==> src/rtl/pingpong_pkg.sv <==
// Shared types and sizing helpers for the ping-pong row fetcher.
// The package localparams describe the default geometry; the modules derive their own from parameters.
package pingpong_pkg;

   typedef enum logic [2:0] {
      IDLE  = 3'd0,
      REQ   = 3'd1,
      WAIT  = 3'd2,
      CHECK = 3'd3,
      DRAIN = 3'd4
   } state_t;

   localparam int ARR_LENGTH_DEF = 8;
   localparam int DATA_WIDTH_DEF = 8;
   localparam int ROW_BITS       = ARR_LENGTH_DEF * DATA_WIDTH_DEF;
   localparam int WCNT_W         = $clog2(ARR_LENGTH_DEF);

   // A one-word row still needs a 1-bit counter.
   function automatic int cnt_width(input int n);
      return (n <= 1) ? 1 : $clog2(n);
   endfunction

endpackage

==> src/rtl/pingpong_row_fetch_row_bank.sv <==
// One bank of the ping-pong buffer: word storage with an indexed write port
// and a full flag driven by set/clear strobes.
module row_bank
   import pingpong_pkg::*;
#(
   parameter int DATA_WIDTH = 8,
   parameter int ARR_LENGTH = 8,
   parameter int IDX_W      = cnt_width(ARR_LENGTH)
) (
   input  logic                             clk,
   input  logic                             rst,
   input  logic                             we,
   input  logic [IDX_W-1:0]                 widx,
   input  logic [DATA_WIDTH-1:0]            wdata,
   input  logic                             set_full,
   input  logic                             clr_full,
   output logic                             full,
   output logic [ARR_LENGTH*DATA_WIDTH-1:0] data
);

   logic [ARR_LENGTH-1:0][DATA_WIDTH-1:0] words;

   always_ff @(posedge clk or negedge rst) begin
      if (!rst) begin
         words <= '0;
         full  <= 1'b0;
      end else begin
         if (we)
            words[widx] <= wdata;
         // Set and clear never target the same bank in one cycle; set wins regardless.
         if (set_full)
            full <= 1'b1;
         else if (clr_full)
            full <= 1'b0;
      end
   end

   assign data = words;

endmodule

==> src/rtl/pingpong_row_fetch.sv <==
// Fetches row_count rows of ARR_LENGTH words from a single-port memory into a
// two-bank ping-pong buffer, presenting whole rows on a valid/ready interface.
module pingpong_row_fetch
   import pingpong_pkg::*;
#(
   parameter int ADDR_WIDTH    = 8,
   parameter int DATA_WIDTH    = 8,
   parameter int ARR_LENGTH    = 8,
   parameter int ROW_CNT_WIDTH = 8
) (
   input  logic                             clk,
   input  logic                             rst,
   input  logic                             start,
   input  logic [ADDR_WIDTH-1:0]            base_addr,
   input  logic [ROW_CNT_WIDTH-1:0]         row_count,
   output logic                             busy,
   output logic                             done,
   input  logic                             mem_busy,
   output logic                             mem_req,
   output logic [ADDR_WIDTH-1:0]            mem_addr,
   input  logic [DATA_WIDTH-1:0]            mem_rdata,
   input  logic                             mem_rvalid,
   output logic                             out_valid,
   input  logic                             out_ready,
   output logic [ARR_LENGTH*DATA_WIDTH-1:0] out_data,
   output logic                             out_bank
);

   localparam int ROW_W = ARR_LENGTH * DATA_WIDTH;
   localparam int WC_W  = cnt_width(ARR_LENGTH);
   localparam logic [WC_W-1:0] LAST_WORD = WC_W'(ARR_LENGTH - 1);

   state_t                   state, state_nxt;
   logic [ADDR_WIDTH-1:0]    addr;
   logic [ROW_CNT_WIDTH-1:0] rows_left;
   logic [WC_W-1:0]          word_cnt;
   logic                     wr_bank, rd_bank;
   logic [1:0]               bank_full, bank_we;
   logic [1:0][ROW_W-1:0]    bank_data;
   logic                     word_in, row_done, drained, pop;

   assign word_in  = (state == WAIT) && mem_rvalid;
   assign row_done = word_in && (word_cnt == LAST_WORD);
   assign drained  = (bank_full == 2'b00);
   assign pop      = out_valid && out_ready;

   for (genvar b = 0; b < 2; b++) begin : g_bank
      assign bank_we[b] = word_in && (wr_bank == 1'(b));
      row_bank #(
         .DATA_WIDTH (DATA_WIDTH),
         .ARR_LENGTH (ARR_LENGTH),
         .IDX_W      (WC_W)
      ) u_bank (
         .clk      (clk),
         .rst      (rst),
         .we       (bank_we[b]),
         .widx     (word_cnt),
         .wdata    (mem_rdata),
         .set_full (bank_we[b] && row_done),
         .clr_full (pop && (rd_bank == 1'(b))),
         .full     (bank_full[b]),
         .data     (bank_data[b])
      );
   end

   always_ff @(posedge clk or negedge rst) begin
      if (!rst) state <= IDLE;
      else      state <= state_nxt;
   end

   always_comb begin
      state_nxt = state;
      case (state)
         IDLE:    if (start) state_nxt = (row_count == '0) ? DRAIN : REQ;
         REQ:     if (!mem_busy) state_nxt = WAIT;
         WAIT:    if (mem_rvalid) state_nxt = row_done ? CHECK : REQ;
         CHECK: begin
            if (rows_left == '0)         state_nxt = DRAIN;
            else if (!bank_full[wr_bank]) state_nxt = REQ;
         end
         DRAIN:   if (drained) state_nxt = IDLE;
         default: state_nxt = IDLE;
      endcase
   end

   always_comb begin
      mem_req   = (state == REQ);
      out_valid = bank_full[rd_bank];
      out_data  = bank_data[rd_bank];
      out_bank  = rd_bank;
   end

   assign mem_addr = addr;

   always_ff @(posedge clk or negedge rst) begin
      if (!rst) begin
         addr      <= '0;
         rows_left <= '0;
         word_cnt  <= '0;
         wr_bank   <= 1'b0;
         rd_bank   <= 1'b0;
         busy      <= 1'b0;
         done      <= 1'b0;
      end else begin
         done <= 1'b0;
         case (state)
            IDLE: if (start) begin
               addr      <= base_addr;
               rows_left <= row_count;
               busy      <= 1'b1;
            end
            REQ: if (!mem_busy) addr <= addr + 1'b1;
            WAIT: if (mem_rvalid) begin
               if (row_done) begin
                  word_cnt  <= '0;
                  rows_left <= rows_left - 1'b1;
                  wr_bank   <= ~wr_bank;
               end else begin
                  word_cnt  <= word_cnt + 1'b1;
               end
            end
            DRAIN: if (drained) begin
               done <= 1'b1;
               busy <= 1'b0;
            end
            default: ;
         endcase
         if (pop) rd_bank <= ~rd_bank;
      end
   end

endmodule

==> config.mk <==
export PLATFORM = sky130hd
export DESIGN_NAME = pingpong_row_fetch
export DESIGN_NICKNAME = d
export VERILOG_FILES = /design/src/rtl/pingpong_pkg.sv /design/src/rtl/pingpong_row_fetch_row_bank.sv /design/src/rtl/pingpong_row_fetch.sv
export SDC_FILE = /design/constraint.sdc
export NUM_CORES = 1
export LEC_CHECK = 0
export BUFFER_PORTS_ARGS = -buffer_cell sky130_fd_sc_hd__buf_2
export CORE_MARGIN = 10
export CORE_UTILIZATION = 40
export DETAILED_ROUTE_END_ITERATION = 10
export PLACE_DENSITY = 0.68
export SYNTH_ARGS = -nofsm -noshare
export SYNTH_HDL_FRONTEND = slang
export SYNTH_HIERARCHICAL = 1
export SYNTH_SLANG_ARGS = --single-unit
==> constraint.sdc <==
create_clock -name clk -period 3.5 [get_ports clk]
set_clock_uncertainty 0.05 [all_clocks]
set_input_delay 0.175 -clock clk [delete_from_list [all_inputs] [get_ports clk]]
set_output_delay 0.175 -clock clk [all_outputs]
set_load 0.02 [all_outputs]
Word-level counts from Yosys, hierarchy flattened
Cells that the tools add are included.
Widths: inputs -> output; s select.
Operators by class
  add/sub/neg operators: 3
  $lt $le $gt $ge: 4
  equal/unequal tests: 11
  multiplexer cells: 36
  bitwise operators: 2
  reductions and logical operators: 25
Operator list (count)
  $bwmux 64: 2
  $mux 64: 2
  $mux 8: 6
  $pmux 8 s2: 2
  $demux 8 s3: 1
  $mux 3: 8
  $logic_not 8->1: 2
  $pmux 3 s5: 1
  $mux 1: 12
  $logic_and 1x1->1: 10
  $ne 2x2->1 const B: 5
  $reduce_bool 2->1: 5
  $reduce_and 3->1: 3
  $add 8x1->8 const B: 1
  $sub 8x1->8 const B: 1
  $eq 3x2->1 const B: 2
  $eq 3x3->1 const B: 2
  $reduce_and 5->1: 1
  $lt 1x2->1 const B: 2
  $lt 3x4->1 const B: 1
  $reduce_and 4->1: 1
  $add 3x1->3 const B: 1
  $eq 3x1->1 const B: 1
  $ge 3x1->1 const B: 1
  other kinds (7): 8
Word-level totals
  bits in registers: 156
  output and inout bits: 77
  logic and storage cells: 107

Depth between registers and ports, before layout
Gate-level depths: netlist (run 1).
  depth after elaboration: 6
  mapped depth: 8
  gate-level depth less buffers: 6

Cells and area by module
Netlist (run 1), hierarchy kept.
By module, submodules not included
  row_bank: times used 2, cells each 146, area an instance 2488.6 um^2, seq. area each 1626.6 um^2
  pingpong_row_fetch: times used 1, cells each 261, area an instance 2397.3 um^2, seq. area each 650.6 um^2

Least setup slack after synthesis (run 1)
OpenSTA, ideal clock, no wires.
  path kind: register to register
  from: register state[2]
  to: register g_bank[0].u_bank.words (netlist bit g_bank[0].u_bank/data[0])
  library setup time: 125 ps
  data arrival time: 1925 ps
  data required time: 3325 ps
  slack: 1400 ps
  stages on the path, launching flop included: 8
  path buffers: 2
  period minus slack after synthesis: 2100 ps
  path through: dfrtp_1 buf_4 nor2_2 nand3_1 nor2_1 buf_2 nor4b_4 mux2_2
Between the ends
  word-level cells in the longest chain between the ends: 3
RTL lines
  start, declared: line pingpong_row_fetch.sv:33  | state_t state, state_nxt;
  start signal, assigned: line pingpong_row_fetch.sv:68  | else state <= state_nxt;
  $eq 3x2->1: line pingpong_row_fetch.sv:42  | assign word_in = (state == WAIT) && mem_rvalid;
  $logic_and 1x1->1: line pingpong_row_fetch.sv:42
  $logic_and 1x1->1: line pingpong_row_fetch.sv:48  | assign bank_we[b] = word_in && (wr_bank == 1'(b));
  net bank_we[0]: line pingpong_row_fetch.sv:38  | logic [1:0] bank_full, bank_we;
  end signal, assigned by index: line pingpong_row_fetch_row_bank.sv:29  | words[widx] <= wdata;
  end, declared: line pingpong_row_fetch_row_bank.sv:21  | logic [ARR_LENGTH-1:0][DATA_WIDTH-1:0] words;
The timed path passes the listed nets, and every way through them passes these cells.
A chain may end at the register's enable or synchronous reset.

Worst setup path in the final report (run 1)
  from: register state[0]
  to: register g_bank[0].u_bank.words (netlist bit g_bank[0].u_bank/data[2])
Same word-level chain as after synthesis.

==> reports/metrics.csv, run 1 <==
metric,value,unit
share of layout cells above drive strength 1,0.517,
Worst Path Arrival,3.18,ns
fmax,0.342,GHz
Hold Path Stages,3,
row count,49,
Hold Path Class,primary input to flip-flop,
Initial DRT Pass Iterations,4,
max-cap violation count,0,
Post-CTS Resized,0,
RR Endpoint,g_bank[0].u_bank/data[2]$_DFFE_PN0P_,
CP required,3.75,ns
clock sink count,156,
Pleak,0.00450,uW
crit path kind,flip-flop to flip-flop,
# fillers,1607,
"Seq/Total Area, Yosys",0.529,
Hold EP,mem_addr[3]$_DFFE_PN0P_,
Min Hold Slack,0.0169,ns
num ports,107,
area of the multi-input gates,3260,um2
Port Buffers,106,
post-placement cell count,869,
largest net degree at the start of global routing,114,
Final Cell Area,8750,um2
vias in the first global route,5248,
initial core utilization,0.409,
hold wc startpoint,base_addr[3],
DRC,0,
gr usage total,0.148,
via count,4899,
startpoint types,flip-flop,
first-pass GRT wire length,28.5,mm
Worst Path Max Fanout,17,
cells on worst reg2reg path,5,
fin cells,902,
Synth Cell Area,7370,um2
final setup margin,0.572,ns
r2r startpoint,state[0]$_DFFE_PN0P_,
Worst Setup End Kind,flip-flop,
FF/Latch Area,3910,um2
pre-CTS setup slack,0.606,ns
Reg2Reg Setup Slack,0.57,ns
ANT nets after route,0,
Worst-path clk slew,0.06,ns
power density over the cells,665,nW/um2
n_diodes,0,
hpwl dp,11.9,mm
Most used DFF post-synth,dfrtp_1,
wire per inst,19.6,um
Vias/cell,5.43,
post-layout min period,2.93,ns
Seq cells post-synth,156,
Placer Congestion,0.877,
maximum buffer depth of the clock tree,2,
CTS Buf Count,17,
Clock Latency Late Sink,0.42,ns
DIE AREA,24300,um2
Layout area overhead,18.7,%
dominant cell type by area after synthesis,dfrtp_1,
"EDFF count, synth",0,
Post-Route WL,17.7,mm
syn nets,587,
Core Area,18000,um2
die boundary height,156,um
postcts setup bufs,0,
"Distinct cells, synth",50,
RSZ-0062 raised after global routing,no,
Initial DRC Count,233,
nets,696,
Yosys Warn Count,6,
Synth top area share,0.529,
"Remaining Overflow, GRT",0,
ys async rst share,1.00,
clock root buffer,clkbuf_16,
synth top area cells,"dfrtp_1, mux2_2, a21oi_1",
setup_tns,0,ns
syn avg cell area,13.3,um2
Final Max Tran Viols,0,
"Setup violations, final",0,
Fin. Hold Viols,0,
Die Wd,156,um
H-tree depth,4,
Tightest Pin Transition,1.02,ns
Peak VDD IR,0.000438,V
CTS tree,done,
post-route clock period utilization,0.837,
outcome,"finished, final reports clean",
Slew Limit Headroom,0.317,
cell count after synthesis,553,
Post-DP Area,8110,um2
initial antenna violation count,0,
==> cells in the mapped netlist (all sizes together) (6+ instances only) <==
library cell,number
buf,27
a21oi,24
nand2,19
nor2,17
nand3,10
mux2,194
nand4b,6
nand4,6
dfrtp,156
inv,11
nor4bb,6
o21ai,17
==> final cells by class <==
| cell class | instances | area share |
|---|---|---|
| inverter | 11 | 0.00472 |
| multi-input combinational | 358 | 0.373 |
| sequential | 156 | 0.446 |
| tap | 229 | 0.0327 |
| clock buffer | 24 | 0.0573 |
| clock inverter | 6 | 0.0124 |
| timing repair buffer | 118 | 0.0739 |
==> what timing repair did <==
action,CTS,global route
endpoints found under the setup margin,0,0
hold buffers,3,0
endpoints found under the hold margin,113,0
==> power by group <==
group	total (uW)	switching, uW	internal, uW
sequential	2610	403	2200
combinational	1320	693	625
clock	1900	689	1210
total	5820	1780	4040
==> logic make-up (layout without fill, tap and decap cells) <==
| group | Yosys count | count (layout) | share of synthesized area |
|---|---|---|---|
| buffers and inverters | 39 | 159 | 0.0282 |
| XOR/XNOR | 1 | 1 | 0.00119 |
| adder cells (fa/ha/maj) | 4 | 4 | 0.00679 |
| AO/OA/AOI/OAI | 63 | 63 | 0.0514 |
| multiplexers | 198 | 198 | 0.302 |
| flip-flops | 156 | 156 | 0.529 |
| AND/OR/NAND/NOR | 92 | 92 | 0.0814 |
==> metal layers <==
| metal | GRT usage | up-vias | part of all wire |
|---|---|---|---|
| met5 | 0 | - | 0 |
| met2 | 0.230 | 159 | 0.47 |
| met4 | 0.0379 | 0 | 0.0079 |
| met1 | 0.186 | 2483 | 0.44 |
| met3 | 0.0607 | 14 | 0.079 |
| li1 | - | 2243 | - |
==> flip-flops by register name, indices dropped and copies added, names as in the netlist <==
| name | count |
|---|---|
| busy | 1 |
| state | 3 |
| word_cnt | 3 |
| mem_addr | 8 |
| done | 1 |
| g_bank.u_bank/full | 2 |
| g_bank.u_bank/data | 128 |
| wr_bank | 1 |
| out_bank | 1 |
| rows_left | 8 |
==> layout by cell type, fill, tap and decap left out, drive strengths merged, types with 2 or more instances in the layout <==
cell         instances
nand4                6
nor3b                4
bufinv               3
nor4                 2
nor3                 4
dfrtp              156
o22ai                4
nand3               10
nand2b               4
mux2i                4
and3                 5
nor4b                3
clkinv               3
nand3b               2
o211ai               2
a21boi               2
nand4b               6
nand2               19
a21o                 4
a21oi               24
ha                   4
o21ai               17
nor2                17
mux2               194
o22a                 2
inv                 11
nor4bb               6
clkbuf              24
buf                115
dlygate4sd3          3
==> through the flow <==
step                power [uW]  utilization
finish                    5820        0.486
global route              6160        0.486
CTS                       5870        0.486
detailed placement        3950        0.450
global placement          3850        0.450
floorplan                 3580            -
==> worst max path at each step <==
stage                                                 endpoint            startpoint  cells after the start
after floorplan           g_bank[0].u_bank/data[0]$_DFFE_PN0P_  state[2]$_DFFE_PN0P_                      7
after global placement    g_bank[1].u_bank/data[5]$_DFFE_PN0P_  state[0]$_DFFE_PN0P_                      5
after detailed placement  g_bank[0].u_bank/data[1]$_DFFE_PN0P_  state[0]$_DFFE_PN0P_                      5
after CTS                 g_bank[1].u_bank/data[5]$_DFFE_PN0P_  state[0]$_DFFE_PN0P_                      5
after global routing      g_bank[1].u_bank/data[5]$_DFFE_PN0P_  state[0]$_DFFE_PN0P_                      5
final                     g_bank[0].u_bank/data[2]$_DFFE_PN0P_  state[0]$_DFFE_PN0P_                      5
==> critical path, stage by stage (launching register included) <==
cell and delay (ns):
dfrtp_1 0.59, nor2_2 0.30, nand3_1 0.27, nor2_1 0.55
nor4b_4 0.64, mux2_2 0.41
No activity file was read; power rests on OpenSTA's default activity.
==> inputs of run 2 (changes only) <==
--- a/config.mk
+++ b/config.mk
@@ -9,7 +9,7 @@
 export CORE_MARGIN = 10
 export CORE_UTILIZATION = 40
 export DETAILED_ROUTE_END_ITERATION = 10
-export PLACE_DENSITY = 0.68
+export PLACE_DENSITY = 0.71
 export SYNTH_ARGS = -nofsm -noshare
 export SYNTH_HDL_FRONTEND = slang
 export SYNTH_HIERARCHICAL = 1
==> constraint.sdc (replaced) <==
create_clock -name clk -period 2.45 [get_ports clk]
set_clock_uncertainty 0.05 [all_clocks]
set_input_delay 0.1225 -clock clk [delete_from_list [all_inputs] [get_ports clk]]
set_output_delay 0.1225 -clock clk [all_outputs]
set_load 0.02 [all_outputs]
==> reports/metrics.csv, run 2 (synthesis gave the netlist of run 1 again) <==
metric,value,unit
Worst Setup End Kind,flip-flop,
die boundary height,156,um
CP Cell Sequence,nor2_2 > nand3_1 > nor2_1 > buf_4 > nor4b_4 > mux2_2,
CTS Buf Count,17,
gr usage total,0.151,
via count,5022,
final setup margin,0.193,ns
Core Area,18000,um2
maximum buffer depth of the clock tree,2,
initial antenna violation count,0,
Min Hold Slack,0.0496,ns
"most common cell after layout, fill and taps aside",mux2_2,
share of layout cells above drive strength 1,0.520,
"Setup violations, final",0,
setup_tns,0,ns
Port Buffers,106,
clock root buffer,clkbuf_16,
Pleak,0.00463,uW
H-tree depth,4,
Peak VDD IR,0.000659,V
vias in the first global route,5299,
Fin. Hold Viols,0,
clock sink count,156,
RSZ-0062 raised after global routing,no,
power density over the cells,956,nW/um2
nets,723,
sw frac,0.304,
hpwl dp,12.0,mm
wire per inst,19.3,um
ANT nets after route,0,
num ports,107,
switching pwr,2630,uW
outcome,"finished, final reports clean",
"commonest non-fill, non-tap cells in the layout","mux2_2, dfrtp_1, buf_2",
Initial DRC Count,180,
Top delay family on crit path,simple AND/OR/NAND/NOR gates,
Power Internal,6020,uW
pre-CTS setup slack,-0.0525,ns
Final Cell Area,9050,um2
initial core utilization,0.409,
Layout area overhead,22.7,%
DRC,0,
Worst Path Buf+Inv,1,
fmax,0.443,GHz
Post-Route WL,18.0,mm
Clock Latency Late Sink,0.42,ns
Placer Congestion,0.860,
Flop pwr share,0.411,
Worst Path Arrival,2.51,ns
CTS tree,done,
Post-DP Area,8200,um2
Slew Limit Headroom,0.526,
row count,49,
post-route clock period utilization,0.921,
n_diodes,0,
Initial DRT Pass Iterations,4,
"Slowest-stage cell, CP",nor4b_4,
Tightest Pin Transition,0.711,ns
"Remaining Overflow, GRT",0,
worst stage delay on the critical path,0.55,ns
DIE AREA,24300,um2
max reg flops,128,
# fillers,1589,
Vias/cell,5.39,
post-layout min period,2.26,ns
CP required,2.70,ns
max-cap violation count,0,
Worst Path Max Fanout,8,
first-pass GRT wire length,29.3,mm
Clock Power Share,0.339,
startpoint types,flip-flop,
crit path kind,flip-flop to flip-flop,
largest net degree at the start of global routing,75,
Die Wd,156,um
Worst-path clk slew,0.06,ns
Final Max Tran Viols,0,
Hold Path Class,primary input to flip-flop,
Logic pwr share,0.249,
Reg2Reg Setup Slack,0.19,ns
-- run 2: final timing paths --
| kind | start | to | depth (start not counted) |
|---|---|---|---|
| min in group asynchronous | rst | g_bank[0].u_bank/data[45]$_DFFE_PN0P_ | 2 |
| setup reg to reg | state[0]$_DFFE_PN0P_ | g_bank[0].u_bank/data[5]$_DFFE_PN0P_ | 6 |
| hold reg to reg | g_bank[0].u_bank/data[51]$_DFFE_PN0P_ | g_bank[0].u_bank/data[51]$_DFFE_PN0P_ | 1 |
| hold / removal | out_ready | out_bank$_DFFE_PN0P_ | 3 |
| setup / recovery | state[0]$_DFFE_PN0P_ | g_bank[0].u_bank/data[5]$_DFFE_PN0P_ | 6 |
| max in group asynchronous | rst | g_bank[0].u_bank/data[5]$_DFFE_PN0P_ | 3 |
-- run 2: metal layers --
metal | vias to the layer above | global-route usage | part of all wire
met5 | - | 0 | 0
met4 | 0 | 0.0348 | 0.0087
met3 | 18 | 0.0568 | 0.071
met2 | 148 | 0.237 | 0.47
met1 | 2556 | 0.194 | 0.45
li1 | 2300 | - | -
-- run 2: cell type report --
| type | count | area [um2] | area share |
|---|---|---|---|
| Clock buffer | 20 | 457 | 0.0505 |
| Multi-Input combinational cell | 358 | 3270 | 0.361 |
| Inverter | 11 | 41.3 | 0.00456 |
| Timing Repair Buffer | 145 | 885 | 0.0978 |
| Tap cell | 229 | 287 | 0.0317 |
| Sequential cell | 156 | 3910 | 0.432 |
| Clock inverter | 12 | 206 | 0.0228 |
-- run 2: power by group through the flow --
| stage | logic (uW) | registers [uW] | clock network [uW] |
|---|---|---|---|
| floorplan | 1540 | 3570 | 0 |
| global placement | 2050 | 3550 | 0 |
| detailed placement | 2130 | 3600 | 0 |
| CTS | 2170 | 3560 | 2990 |
| global route | 2400 | 3640 | 3120 |
| finish | 2150 | 3560 | 2930 |
-- run 2: timing repair --
| action | 4_1_cts | 5_1_grt |
|---|---|---|
| endpoints found under the setup margin | 19 | 1 |
| endpoints found under the hold margin | 86 | 0 |
| gates resized for setup | 1 | 0 |
| setup buffers | 0 | 1 |
| hold buffers | 17 | 0 |
-- run 2: stage by stage --
step / utilization / total power (uW) / instances
global placement: 0.455 / 5590 / 881
finish: 0.502 / 8640 / 931
CTS: 0.501 / 8710 / 930
detailed placement: 0.455 / 5730 / 881
floorplan: - / 5110 / 553
global route: 0.502 / 9160 / 931
-- run 2: worst reg2reg max path, delay by kind of cell (launching register included) --
kind	cells	cell delay, ns
buffers and inverters	1	0.19
flip-flops	1	0.39
multiplexers	1	0.41
AND/OR/NAND/NOR	4	1.11
==> inputs of run 3 (changes only) <==
--- a/config.mk
+++ b/config.mk
@@ -5,11 +5,13 @@
 export SDC_FILE = /design/constraint.sdc
 export NUM_CORES = 1
 export LEC_CHECK = 0
+export ABC_CLOCK_PERIOD_IN_PS = 2450
 export BUFFER_PORTS_ARGS = -buffer_cell sky130_fd_sc_hd__buf_2
 export CORE_MARGIN = 10
 export CORE_UTILIZATION = 40
 export DETAILED_ROUTE_END_ITERATION = 10
 export PLACE_DENSITY = 0.71
+export SETUP_SLACK_MARGIN = 0.5
 export SYNTH_ARGS = -nofsm -noshare
 export SYNTH_HDL_FRONTEND = slang
 export SYNTH_HIERARCHICAL = 1
==> reports/metrics.csv, run 3 (synthesis gave the netlist of run 1 again) <==
metric,value,unit
layer with the highest usage,met2,
initial antenna violation count,0,
Hold Path Class,primary input to flip-flop,
GR Layer Usage met2,0.248,
max reg flops,128,
crit path kind,flip-flop to flip-flop,
die boundary height,156,um
CTS Buf Count,17,
Core Area,18000,um2
GRT met1 Usage,0.182,
startpoint types,flip-flop,
max-cap violation count,0,
Post-DP Area,8230,um2
Worst Path Max Fanout,8,
crit path launch,state[0]$_DFFE_PN0P_,
Reg2Reg Setup Slack,0.54,ns
setup_tns,0,ns
ANT nets after route,0,
cells on worst reg2reg path,7,
# fillers,1519,
FF/Latch Area,3910,um2
Pleak,0.00472,uW
Vias/cell,5.35,
hold wc startpoint,row_count[7],
Final Cell Area,9240,um2
met3 usage,0.0474,
Port Buffers,106,
CTS tree,done,
Placer Congestion,0.837,
Total Power,8400,uW
Fin. Hold Viols,0,
Clock Latency Late Sink,0.42,ns
share of layout cells above drive strength 1,0.538,
Tightest Pin Transition,0.765,ns
"commonest non-fill, non-tap cells in the layout","mux2_2, dfrtp_1, buf_2",
num ports,107,
Die Wd,156,um
"Setup violations, final",0,
Final Max Tran Viols,0,
nets,744,
Initial DRT Pass Iterations,5,
power density over the cells,909,nW/um2
post-route clock period utilization,0.778,
RSZ-0062 raised after global routing,yes,
"most common cell after layout, fill and taps aside",mux2_2,
H-tree depth,4,
hpwl dp,12.0,mm
Peak VDD IR,0.000627,V
clock sink count,156,
wire per inst,19.3,um
first-pass GRT wire length,29.1,mm
DIE AREA,24300,um2
area of the multi-input gates,3360,um2
row count,49,
outcome,"finished, final reports clean",
CP required,2.70,ns
post-layout min period,1.91,ns
Initial DRC Count,195,
Worst Setup End Kind,flip-flop,
Slew Limit Headroom,0.490,
Post-Route WL,18.3,mm
vias in the first global route,5461,
"Remaining Overflow, GRT",0,
CP Capture Point,g_bank[0].u_bank/data[36]$_DFFE_PN0P_,
DRC,0,
largest net degree at the start of global routing,82,
fmax,0.524,GHz
clock root buffer,clkbuf_16,
RR Endpoint,g_bank[0].u_bank/data[36]$_DFFE_PN0P_,
n_diodes,0,
Worst-path clk slew,0.06,ns
Layout area overhead,25.3,%
gr usage total,0.150,
Worst Path Arrival,2.16,ns
initial core utilization,0.409,
maximum buffer depth of the clock tree,2,
via count,5075,
r2r startpoint,state[0]$_DFFE_PN0P_,
-- run 3: cell count changes in the layout (fill, tap and decap cells not counted), sizes merged --
cell / change
dlygate4sd3: +1
clkbuf: +2
bufinv: -3
clkinv: +2
inv: -3
buf: +19
-- run 3: final cells by class --
cell class / count / share of cell area
Sequential cell: 156 / 0.423
Multi-Input combinational cell: 358 / 0.364
Timing Repair Buffer: 166 / 0.119
Clock buffer: 21 / 0.0487
Tap cell: 229 / 0.0310
Clock inverter: 8 / 0.0104
Inverter: 11 / 0.00447
-- run 3: where the power goes --
part / switching [uW] / internal [uW] / leakage (uW)
clock network: 976 / 1500 / 0.000268
logic: 1270 / 1110 / 0.00236
registers: 396 / 3150 / 0.00208
-- run 3: how the worst min path moves through the flow --
stage          cells past startpoint                               endpoint
2_1_floorplan                      0                       busy$_DFFE_PN0P_
3_3_place_gp                       1  g_bank[0].u_bank/data[46]$_DFFE_PN0P_
3_5_place_dp                       1  g_bank[0].u_bank/data[41]$_DFFE_PN0P_
4_1_cts                            3               rows_left[7]$_DFFE_PN0P_
5_1_grt                            3               rows_left[7]$_DFFE_PN0P_
6_report                           3               rows_left[7]$_DFFE_PN0P_
-- run 3: stage by stage --
step	utilization	cells	setup slack [ns]	hold WS, ns
4_1_cts	0.503	939	0.477	0.0137
3_3_place_gp	0.457	880	0.395	0.151
6_report	0.513	949	0.543	0.0293
2_1_floorplan	-	553	0.475	-0.223
3_5_place_dp	0.457	880	0.354	0.170
5_1_grt	0.513	949	0.440	0.0470
-- run 3: timing repair --
item                                   4_1_cts  5_1_grt
pin swaps                                    1        3
setup endpoints to repair                  126      145
hold buffers                                18        0
endpoints found under the hold margin       95        0
setup buffers                               12        9
gates resized for setup                      2       17
cloned                                       0        1
-- run 3: worst max-delay path, cell delays in order, from the launching register on --
cell and delay, ns:
dfrtp_1 0.41, nor2_4 0.15, nand3_4 0.13, nor2_4 0.11, buf_6 0.13, nor4bb_1 0.21
buf_4 0.23, mux2_2 0.35
-- run 3: metal layers --
metal	wire length (um)	vias up
li1	-	2333
met4	201	0
met1	7910	2579
met2	9070	140
met5	0	-
met3	1150	23
